`src/rtl/decode_pkg.sv`:
```
// Shared encodings and instruction field positions for the decode stage.
package decode_pkg;

  typedef enum logic [1:0] {
    BROP_NONE     = 2'b00,
    BROP_BEQ      = 2'b01,
    BROP_BNE      = 2'b10,
    BROP_NONE_ALT = 2'b11
  } brop_e;

  typedef enum logic [1:0] {
    FWD_RF      = 2'b00,
    FWD_RESULTW = 2'b01,
    FWD_ALUOUTM = 2'b10,
    FWD_RF_ALT  = 2'b11
  } fwd_e;

  localparam int RS_MSB   = 25;
  localparam int RS_LSB   = 21;
  localparam int RT_MSB   = 20;
  localparam int RT_LSB   = 16;
  localparam int RD_MSB   = 15;
  localparam int RD_LSB   = 11;
  localparam int IMM_MSB  = 15;
  localparam int IMM_LSB  = 0;
  localparam int JIDX_MSB = 25;
  localparam int OP_MSB   = 31;
  localparam int OP_LSB   = 26;

endpackage

```
`src/rtl/decode_stage_pipe_if.sv`:
```
// Bundle of fetch, hazard, write-back and ID/EX signals around the decode stage.
interface decode_stage_pipe_if #(
  parameter int DATA_W = 32
);
  logic [31:0]       InstrF;
  logic [DATA_W-1:0] PCPlus4F;
  logic              StallD;
  logic              FlushD;
  logic              FlushE;
  logic              RegWriteW;
  logic [4:0]        WriteRegW;
  logic [DATA_W-1:0] ResultW;
  logic [DATA_W-1:0] ALUOutM;
  logic [1:0]        ForwardAD;
  logic [1:0]        ForwardBD;
  logic [1:0]        BrOpD;
  logic              PCSrcD;
  logic [DATA_W-1:0] PCBranchD;
  logic [DATA_W-1:0] PCJumpD;
  logic [4:0]        RsD;
  logic [4:0]        RtD;
  logic [DATA_W-1:0] RD1E;
  logic [DATA_W-1:0] RD2E;
  logic [DATA_W-1:0] SignImmE;
  logic [4:0]        RsE;
  logic [4:0]        RtE;
  logic [4:0]        RdE;
  logic              ValidE;

  modport master (
    output InstrF, PCPlus4F, StallD, FlushD, FlushE, RegWriteW, WriteRegW, ResultW,
           ALUOutM, ForwardAD, ForwardBD, BrOpD,
    input  PCSrcD, PCBranchD, PCJumpD, RsD, RtD, RD1E, RD2E, SignImmE, RsE, RtE, RdE, ValidE
  );

  modport slave (
    input  InstrF, PCPlus4F, StallD, FlushD, FlushE, RegWriteW, WriteRegW, ResultW,
           ALUOutM, ForwardAD, ForwardBD, BrOpD,
    output PCSrcD, PCBranchD, PCJumpD, RsD, RtD, RD1E, RD2E, SignImmE, RsE, RtE, RdE, ValidE
  );
endinterface

```
`src/rtl/decode_stage_pipe_reg_file_p.sv`:
```
// Flop-based register file: two combinational read ports, one write port,
// r0 hard-wired to zero, optional same-cycle write-to-read bypass.
module reg_file_p #(
  parameter int DATA_W    = 32,
  parameter int NUM_REGS  = 32,
  parameter int WR_BYPASS = 1,
  parameter int AW        = (NUM_REGS > 1) ? $clog2(NUM_REGS) : 1
) (
  input  logic              clk,
  input  logic              srst,
  input  logic              we,
  input  logic [AW-1:0]     wa,
  input  logic [DATA_W-1:0] wd,
  input  logic [AW-1:0]     ra1,
  input  logic [AW-1:0]     ra2,
  output logic [DATA_W-1:0] rd1,
  output logic [DATA_W-1:0] rd2
);

  logic [DATA_W-1:0] regs_reg [NUM_REGS];
  logic [AW-1:0]     ra [2];
  logic [DATA_W-1:0] rd [2];

  // Entry 0 is never written, so it stays at its reset value of zero.
  always_ff @(posedge clk) begin
    if (srst) begin
      for (int i = 0; i < NUM_REGS; i++) begin
        regs_reg[i] <= '0;
      end
    end else if (we && (wa != '0)) begin
      regs_reg[wa] <= wd;
    end
  end

  assign ra[0] = ra1;
  assign ra[1] = ra2;

  for (genvar gi = 0; gi < 2; gi++) begin : g_rd
    assign rd[gi] = (ra[gi] == '0)                                  ? '0 :
                    ((WR_BYPASS != 0) && we && (wa == ra[gi]))       ? wd :
                                                                       regs_reg[ra[gi]];
  end

  assign rd1 = rd[0];
  assign rd2 = rd[1];

endmodule

```
`src/rtl/decode_stage_pipe.sv`:
```
// Decode stage: IF/ID register, register file, early branch resolution with
// forwarded compare operands, branch/jump target generation and ID/EX register.
module decode_stage_pipe
  import decode_pkg::*;
#(
  parameter int DATA_W    = 32,
  parameter int WR_BYPASS = 1,
  parameter int NUM_REGS  = 32
) (
  input  logic               CLK,
  input  logic               RST,
  decode_stage_pipe_if.slave bus
);

  localparam int AW = (NUM_REGS > 1) ? $clog2(NUM_REGS) : 1;

  logic [31:0]       instr_d_reg;
  logic [DATA_W-1:0] pc_plus4_d_reg;
  logic              valid_d_reg;

  always_ff @(posedge CLK) begin
    if (RST || bus.FlushD) begin
      instr_d_reg    <= '0;
      pc_plus4_d_reg <= '0;
      valid_d_reg    <= 1'b0;
    end else if (!bus.StallD) begin
      instr_d_reg    <= bus.InstrF;
      pc_plus4_d_reg <= bus.PCPlus4F;
      valid_d_reg    <= 1'b1;
    end
  end

  logic [4:0]        rs_d;
  logic [4:0]        rt_d;
  logic [4:0]        rd_d;
  logic [5:0]        unused_opcode;
  logic [DATA_W-1:0] sign_imm;

  assign rs_d          = instr_d_reg[RS_MSB:RS_LSB];
  assign rt_d          = instr_d_reg[RT_MSB:RT_LSB];
  assign rd_d          = instr_d_reg[RD_MSB:RD_LSB];
  assign unused_opcode = instr_d_reg[OP_MSB:OP_LSB];
  assign sign_imm      = {{(DATA_W-16){instr_d_reg[IMM_MSB]}}, instr_d_reg[IMM_MSB:IMM_LSB]};

  logic              rf_we;
  logic [DATA_W-1:0] rf_rd [2];

  // Address 0 is filtered on the full 5-bit field before truncation.
  assign rf_we = bus.RegWriteW && (bus.WriteRegW != 5'd0);

  reg_file_p #(
    .DATA_W    (DATA_W),
    .NUM_REGS  (NUM_REGS),
    .WR_BYPASS (WR_BYPASS)
  ) u_reg_file (
    .clk  (CLK),
    .srst (RST),
    .we   (rf_we),
    .wa   (bus.WriteRegW[AW-1:0]),
    .wd   (bus.ResultW),
    .ra1  (rs_d[AW-1:0]),
    .ra2  (rt_d[AW-1:0]),
    .rd1  (rf_rd[0]),
    .rd2  (rf_rd[1])
  );

  fwd_e              fwd_sel [2];
  logic [DATA_W-1:0] cmp_op  [2];
  logic              equal;
  logic              br_taken;

  assign fwd_sel[0] = fwd_e'(bus.ForwardAD);
  assign fwd_sel[1] = fwd_e'(bus.ForwardBD);

  for (genvar gi = 0; gi < 2; gi++) begin : g_fwd
    assign cmp_op[gi] = (fwd_sel[gi] == FWD_RESULTW) ? bus.ResultW :
                        (fwd_sel[gi] == FWD_ALUOUTM) ? bus.ALUOutM :
                                                       rf_rd[gi];
  end

  assign equal = (cmp_op[0] == cmp_op[1]);

  always_comb begin
    br_taken = 1'b0;
    case (brop_e'(bus.BrOpD))
      BROP_BEQ: br_taken = equal;
      BROP_BNE: br_taken = !equal;
      default:  br_taken = 1'b0;
    endcase
  end

  // A bubble in IF/ID must never redirect fetch.
  assign bus.PCSrcD    = br_taken && valid_d_reg;
  assign bus.PCBranchD = pc_plus4_d_reg + (sign_imm << 2);
  assign bus.PCJumpD   = {pc_plus4_d_reg[DATA_W-1:28], instr_d_reg[JIDX_MSB:0], 2'b00};
  assign bus.RsD       = rs_d;
  assign bus.RtD       = rt_d;

  logic [DATA_W-1:0] rd1_e_reg;
  logic [DATA_W-1:0] rd2_e_reg;
  logic [DATA_W-1:0] sign_imm_e_reg;
  logic [4:0]        rs_e_reg;
  logic [4:0]        rt_e_reg;
  logic [4:0]        rd_e_reg;
  logic              valid_e_reg;

  // ID/EX carries raw register values; execute applies its own forwarding.
  always_ff @(posedge CLK) begin
    if (RST || bus.FlushE) begin
      rd1_e_reg      <= '0;
      rd2_e_reg      <= '0;
      sign_imm_e_reg <= '0;
      rs_e_reg       <= '0;
      rt_e_reg       <= '0;
      rd_e_reg       <= '0;
      valid_e_reg    <= 1'b0;
    end else begin
      rd1_e_reg      <= rf_rd[0];
      rd2_e_reg      <= rf_rd[1];
      sign_imm_e_reg <= sign_imm;
      rs_e_reg       <= rs_d;
      rt_e_reg       <= rt_d;
      rd_e_reg       <= rd_d;
      valid_e_reg    <= valid_d_reg;
    end
  end

  assign bus.RD1E     = rd1_e_reg;
  assign bus.RD2E     = rd2_e_reg;
  assign bus.SignImmE = sign_imm_e_reg;
  assign bus.RsE      = rs_e_reg;
  assign bus.RtE      = rt_e_reg;
  assign bus.RdE      = rd_e_reg;
  assign bus.ValidE   = valid_e_reg;

endmodule
```
`src/flat_wrapper.sv`:
```
// flat-port wrapper written by rule: the top's interface ports become plain ports
module decode_stage_pipe_flat import decode_pkg::*;
#(
  parameter int DATA_W    = 32,
  parameter int WR_BYPASS = 1,
  parameter int NUM_REGS  = 32
)
  (CLK, RST, bus_InstrF, bus_PCPlus4F, bus_StallD, bus_FlushD, bus_FlushE, bus_RegWriteW, bus_WriteRegW, bus_ResultW, bus_ALUOutM, bus_ForwardAD, bus_ForwardBD, bus_BrOpD, bus_PCSrcD, bus_PCBranchD, bus_PCJumpD, bus_RsD, bus_RtD, bus_RD1E, bus_RD2E, bus_SignImmE, bus_RsE, bus_RtE, bus_RdE, bus_ValidE);
  decode_stage_pipe_if #(.DATA_W(DATA_W)) bus_i ();
  input  logic CLK;
  input  logic RST;
  input wire logic [$bits(bus_i.InstrF)-1:0] bus_InstrF;
  input wire logic [$bits(bus_i.PCPlus4F)-1:0] bus_PCPlus4F;
  input wire logic [$bits(bus_i.StallD)-1:0] bus_StallD;
  input wire logic [$bits(bus_i.FlushD)-1:0] bus_FlushD;
  input wire logic [$bits(bus_i.FlushE)-1:0] bus_FlushE;
  input wire logic [$bits(bus_i.RegWriteW)-1:0] bus_RegWriteW;
  input wire logic [$bits(bus_i.WriteRegW)-1:0] bus_WriteRegW;
  input wire logic [$bits(bus_i.ResultW)-1:0] bus_ResultW;
  input wire logic [$bits(bus_i.ALUOutM)-1:0] bus_ALUOutM;
  input wire logic [$bits(bus_i.ForwardAD)-1:0] bus_ForwardAD;
  input wire logic [$bits(bus_i.ForwardBD)-1:0] bus_ForwardBD;
  input wire logic [$bits(bus_i.BrOpD)-1:0] bus_BrOpD;
  output wire logic [$bits(bus_i.PCSrcD)-1:0] bus_PCSrcD;
  output wire logic [$bits(bus_i.PCBranchD)-1:0] bus_PCBranchD;
  output wire logic [$bits(bus_i.PCJumpD)-1:0] bus_PCJumpD;
  output wire logic [$bits(bus_i.RsD)-1:0] bus_RsD;
  output wire logic [$bits(bus_i.RtD)-1:0] bus_RtD;
  output wire logic [$bits(bus_i.RD1E)-1:0] bus_RD1E;
  output wire logic [$bits(bus_i.RD2E)-1:0] bus_RD2E;
  output wire logic [$bits(bus_i.SignImmE)-1:0] bus_SignImmE;
  output wire logic [$bits(bus_i.RsE)-1:0] bus_RsE;
  output wire logic [$bits(bus_i.RtE)-1:0] bus_RtE;
  output wire logic [$bits(bus_i.RdE)-1:0] bus_RdE;
  output wire logic [$bits(bus_i.ValidE)-1:0] bus_ValidE;
  assign bus_i.InstrF = bus_InstrF;
  assign bus_i.PCPlus4F = bus_PCPlus4F;
  assign bus_i.StallD = bus_StallD;
  assign bus_i.FlushD = bus_FlushD;
  assign bus_i.FlushE = bus_FlushE;
  assign bus_i.RegWriteW = bus_RegWriteW;
  assign bus_i.WriteRegW = bus_WriteRegW;
  assign bus_i.ResultW = bus_ResultW;
  assign bus_i.ALUOutM = bus_ALUOutM;
  assign bus_i.ForwardAD = bus_ForwardAD;
  assign bus_i.ForwardBD = bus_ForwardBD;
  assign bus_i.BrOpD = bus_BrOpD;
  assign bus_PCSrcD = bus_i.PCSrcD;
  assign bus_PCBranchD = bus_i.PCBranchD;
  assign bus_PCJumpD = bus_i.PCJumpD;
  assign bus_RsD = bus_i.RsD;
  assign bus_RtD = bus_i.RtD;
  assign bus_RD1E = bus_i.RD1E;
  assign bus_RD2E = bus_i.RD2E;
  assign bus_SignImmE = bus_i.SignImmE;
  assign bus_RsE = bus_i.RsE;
  assign bus_RtE = bus_i.RtE;
  assign bus_RdE = bus_i.RdE;
  assign bus_ValidE = bus_i.ValidE;
  decode_stage_pipe #(.DATA_W(DATA_W), .WR_BYPASS(WR_BYPASS), .NUM_REGS(NUM_REGS)) u_core (.CLK(CLK), .RST(RST), .bus(bus_i));
endmodule
```
`config.mk`:
```
export PLATFORM = sky130hd
export DESIGN_NAME = decode_stage_pipe_flat
export DESIGN_NICKNAME = d
export VERILOG_FILES = /design/src/rtl/decode_pkg.sv /design/src/rtl/decode_stage_pipe_if.sv /design/src/rtl/decode_stage_pipe_reg_file_p.sv /design/src/rtl/decode_stage_pipe.sv /design/src/flat_wrapper.sv
export SDC_FILE = /design/constraint.sdc
export NUM_CORES = 2
export LEC_CHECK = 0
export BUFFER_PORTS_ARGS = -buffer_cell sky130_fd_sc_hd__buf_2
export CAP_MARGIN = 20
export CORE_UTILIZATION = 50
export CTS_CLUSTER_SIZE = 40
export DETAILED_ROUTE_END_ITERATION = 6
export PLACE_DENSITY_LB_ADDON = 0.2
export SETUP_SLACK_MARGIN = 0.2
export SLEW_MARGIN = 20
export SYNTH_ARGS = -nofsm -noshare
export SYNTH_HDL_FRONTEND = slang
export SYNTH_HIERARCHICAL = 1
export SYNTH_SLANG_ARGS = --single-unit
export TNS_END_PERCENT = 50
```
`constraint.sdc`:
```
create_clock -name CLK -period 8.3 [get_ports CLK]
set_clock_uncertainty 0.05 [all_clocks]
set_input_delay 1.66 -clock CLK [delete_from_list [all_inputs] [get_ports CLK]]
set_output_delay 1.66 -clock CLK [all_outputs]
set_load 0.005 [all_outputs]
```
==> results.md <==
Run status:
- The run finished with clean final reports.

Clock network:
- The number of sinks on the clock net is roughly 1.2k.
- Clock-pin slew was measured on the worst setup and hold paths at roughly 0.07 ns.
- Buffers inserted during clock tree synthesis total approximately 120.
- The later pin in the worst-skew pair is clocked with a latency of roughly 0.76 ns.
- The number of gates given a new drive strength after cts is 0.
- The clock root buffer master is sky130_fd_sc_hd__clkbuf_16.
- In this run the post-CTS setup repair buffer count came out at 0.
- The total of hold buffers inserted after clock tree synthesis is 0.
- The clock passes through at most 3 buffers.
- The TritonCTS clock tree is done.
- The H-tree was split into 3 levels.

Detailed routing:
- The residual DRC count is 0.
- After detailed routing, the number of vias per cell comes to about 6.7.
- The routed design has 225 mm of wire.
- In this run the remaining antenna-violating nets after routing total 0.
- The wire length per cell after detailed routing is 34.3 um.
- The first detailed-routing pass took 6 iterations.
- The total via count after detailed routing is roughly 44k.
- The violation count after the first detailed-route iteration is 6,652.

Global routing:
- The global-route usage over all layers is 34.4%.
- The wire length of the first global-routing pass is slightly above 300 mm.
- Entering global routing, the biggest net connects 75 pins.
- The number of global-route vias before repair is approximately 40k.
- The routing usage on met1 is 46.7%.
- The most congested layer reported by global routing is met2.
- The number of antenna violations at the first check in global routing came to 32.
- For met2 alone, demand over resource in global routing was 50.7%.
- The leftover overflow at the end of global routing is 0.
- The met3 global-route usage is between 10% and 20%.

Pwr:
- VDD sags by at most about 180 uV.
- The overall power after layout is ~14 mW.
- The analysis attributes to cell leakage a power of ~25 nW.
- The power density over cell area is about 200 mW/mm2.

Finish:
- The flip-flop count of the largest register after layout is slightly above 1k.
- The end-of-flow core utilization is between 50% and 60%.
- Relative to the synthesized area, the layout overhead comes to 11.3%.
- The number of nets in the layout is between 4k and 5k.
- The share of cells above drive strength 1 is around 24%.
- In the layout the commonest cells are sky130_fd_sc_hd__and2_1, sky130_fd_sc_hd__edfxtp_1, sky130_fd_sc_hd__mux2i_1.
- Leaving out fill and tap cells, the most frequent cell in the layout is sky130_fd_sc_hd__and2_1.

Die:
- The area of the die is ~0.13 mm2.
- The effective utilization at floorplan is about half.
- The die is roughly 360 um wide.
- The total core area is roughly 0.13 mm2.
- Measured along the y axis, the die boundary spans 358 um.
- The number of placement rows is 130.
- During I/O placement, the number of pins put on the boundary was 332.

Setup path:
- The worst setup path is launched from a flip-flop.
- The data required time of the worst path is 6.59 ns.
- The kind of capture point of the worst setup path is an output port.
- The worst path buffer plus inverter count is 2.
- The critical path start-end classification is reg2out.
- For this design, the slowest cell found on the critical path is sky130_fd_sc_hd__a2111oi_1.
- Traced cell by cell, the critical path runs through nand3b_1 > buf_4 > o22ai_1 > a2111oi_1 > a21oi_1 > a22o_1 > mux2i_1 > mux2i_1 > xor2_1 > nor4_1 > nand4_1 > nor4_2 > mux2i_1 > buf_2.
- The arrival time at the worst endpoint is just over 6 ns.
- The cell occurring most often along the worst timing path is sky130_fd_sc_hd__mux2i_1.
- For this run, the slowest stage of the critical path takes between 0.9 and 1 ns.
- In this run the worst path has a maximum fanout of 29.
- The kind of cell with the highest combined delay on the critical path is compound AO/OA/AOI/OAI gates.

Logic synthesis:
- The share of the yosys chip area belonging to registers is between 50% and 60%.
- The number of synthesized flops with an enable pin is approximately 1k.
- During synthesis, Yosys emitted a total of 6 warnings.
- The arithmetic-cell share of the synthesized area counting full adders, half adders and majority gates is 0.603%.
- The largest family of logic cells by synthesized area is multiplexers.
- The multiplexer share of the synthesized area is 21.6%.
- The post-synthesis average cell area is ~14 um2.
- After Yosys synthesis, and, or, nand and nor cells account for 13.0% of the synthesized area.
- The prevailing post-synth register cell is sky130_fd_sc_hd__edfxtp_1.
- The top-area cell type share of the netlist area is 48.4%.
- Ranked by total cell area, the synthesized netlist is headed by sky130_fd_sc_hd__edfxtp_1, sky130_fd_sc_hd__mux4_2, sky130_fd_sc_hd__and2_1.
- The fraction of registers with async set/reset is 0%.
- Yosys mapped the design onto between 70 and 80 distinct sky130hd cell types.
- After synthesis the netlist holds a flip-flop and latch count of between 1k and 1.5k.
- Counting every instance in the synthesized netlist gives between 4k and 5k.
- After synthesis the cells add up to 0.0635 mm2.
- The synthesized netlist devotes ~6.9% of its cell area to compound gates.
- The library cell occupying the most area in the post-synthesis netlist is sky130_fd_sc_hd__edfxtp_1.
- The XOR/XNOR share of the synthesized area is less than 1%.

Timing:
- Setup slack on the critical path of the routed design comes to ~0.55 ns.
- The final hold slack is between 0.4 and 0.5 ns.
- The transition time at the pin with the least slew margin is ~1.3 ns.
- The routed design could run at a clock period as short as 7.75 ns.
- The max-slew violation count is 0.
- The worst pin sits at a relative slew slack of 16.4%.
- The post-route clock period utilization is roughly 93%.
- The final sum of negative setup slack is 0 ns.
- Setup repair after global routing left no endpoint under its margin.
- Timing would allow up to around 0.13 GHz.
- Setup violations remaining at the end of the flow were counted as 0.
- The count of endpoints failing hold in the final timing report is 0.

Place:
- The pre-CTS worst setup slack is between 0.7 and 0.8 ns.
- The global placement routability congestion is 0.955.
- Summed over all nets, the half-perimeter wirelength after detailed placement is 145 mm.
- During placement, the flow inserted port buffers numbering ~320.

Min path:
- The class of the most critical hold timing path is reg2reg.

Job:
- The tool flagged a number of max-cap violations equal to 0.
==> cell families (layout without fill, tap and decap cells) <==
group                      Yosys count  count (layout)
adders and majority gates           30              30
muxes                              885             885
AOI/OAI and AO/OA                  603             603
other                                2              50
buffers and inverters              516             721
DFF                               1174            1174
xor gates and xnor gates            69              69
and+or+nand+nor                   1380            1380
==> routing by layer <==
metal | vias up | routed length (um)
li1 | 17878 | -
met4 | 24 | 10600
met5 | - | 162
met1 | 22343 | 83600
met2 | 3270 | 97900
met3 | 550 | 32500
==> where the power goes <==
part | internal (mW) | switching [mW]
combinational | 0.595 | 1.00
clock | 3.20 | 2.41
sequential | 6.72 | 0.178
total | 10.5 | 3.59
==> tightest hold or removal path, delay by kind of cell, from the launching register on <==
family,cells,cell delay [ns]
flops,1,0.32
simple gates,1,0.05
buf+inv,1,0.07
==> layout make-up <==
| cell class | instances | area [um2] |
|---|---|---|
| antenna | 16 | 40.0 |
| clock buffer | 151 | 3340 |
| clock inverter | 78 | 719 |
| fill | 10002 | 55100 |
| inverter | 10 | 37.5 |
| multi-input combinational | 3001 | 27600 |
| sequential | 1174 | 33800 |
| tap | 1650 | 2060 |
| timing repair buffer | 482 | 3040 |
==> synth_stat cells (49+ instances only) <==
cell type                  count
sky130_fd_sc_hd__a22o_1       55
sky130_fd_sc_hd__nand2_1      49
sky130_fd_sc_hd__edfxtp_1   1024
sky130_fd_sc_hd__nor2_1      113
sky130_fd_sc_hd__a22oi_1     134
sky130_fd_sc_hd__mux2i_1     492
sky130_fd_sc_hd__clkbuf_1    323
sky130_fd_sc_hd__and2_1     1086
sky130_fd_sc_hd__dfxtp_1     150
sky130_fd_sc_hd__mux4_2      388
sky130_fd_sc_hd__buf_2        84
sky130_fd_sc_hd__buf_4        63
sky130_fd_sc_hd__a21oi_1     129
==> final timing paths <==
check	from	to	slack (ns)	depth (start not counted)
setup / recovery	u_core/instr_d_reg[19]	bus_PCSrcD	0.55	14
hold / removal	u_core/valid_d_reg	u_core/bus.ValidE	0.43	2
setup reg to reg	u_core/instr_d_reg[25]	u_core/bus.RD1E[6]	4.51	8
hold reg to reg	u_core/valid_d_reg	u_core/bus.ValidE	0.43	2
==> per-stage QoR <==
| step | cell area (um2) | instances |
|---|---|---|
| after floorplan | 63600 | 4691 |
| after global placement | 66500 | 6316 |
| after detailed placement | 66600 | 6317 |
| after CTS | 70600 | 6546 |
| after global routing | 70700 | 6553 |
| final | 70700 | 6562 |
Power figures use the tool's default switching activity.
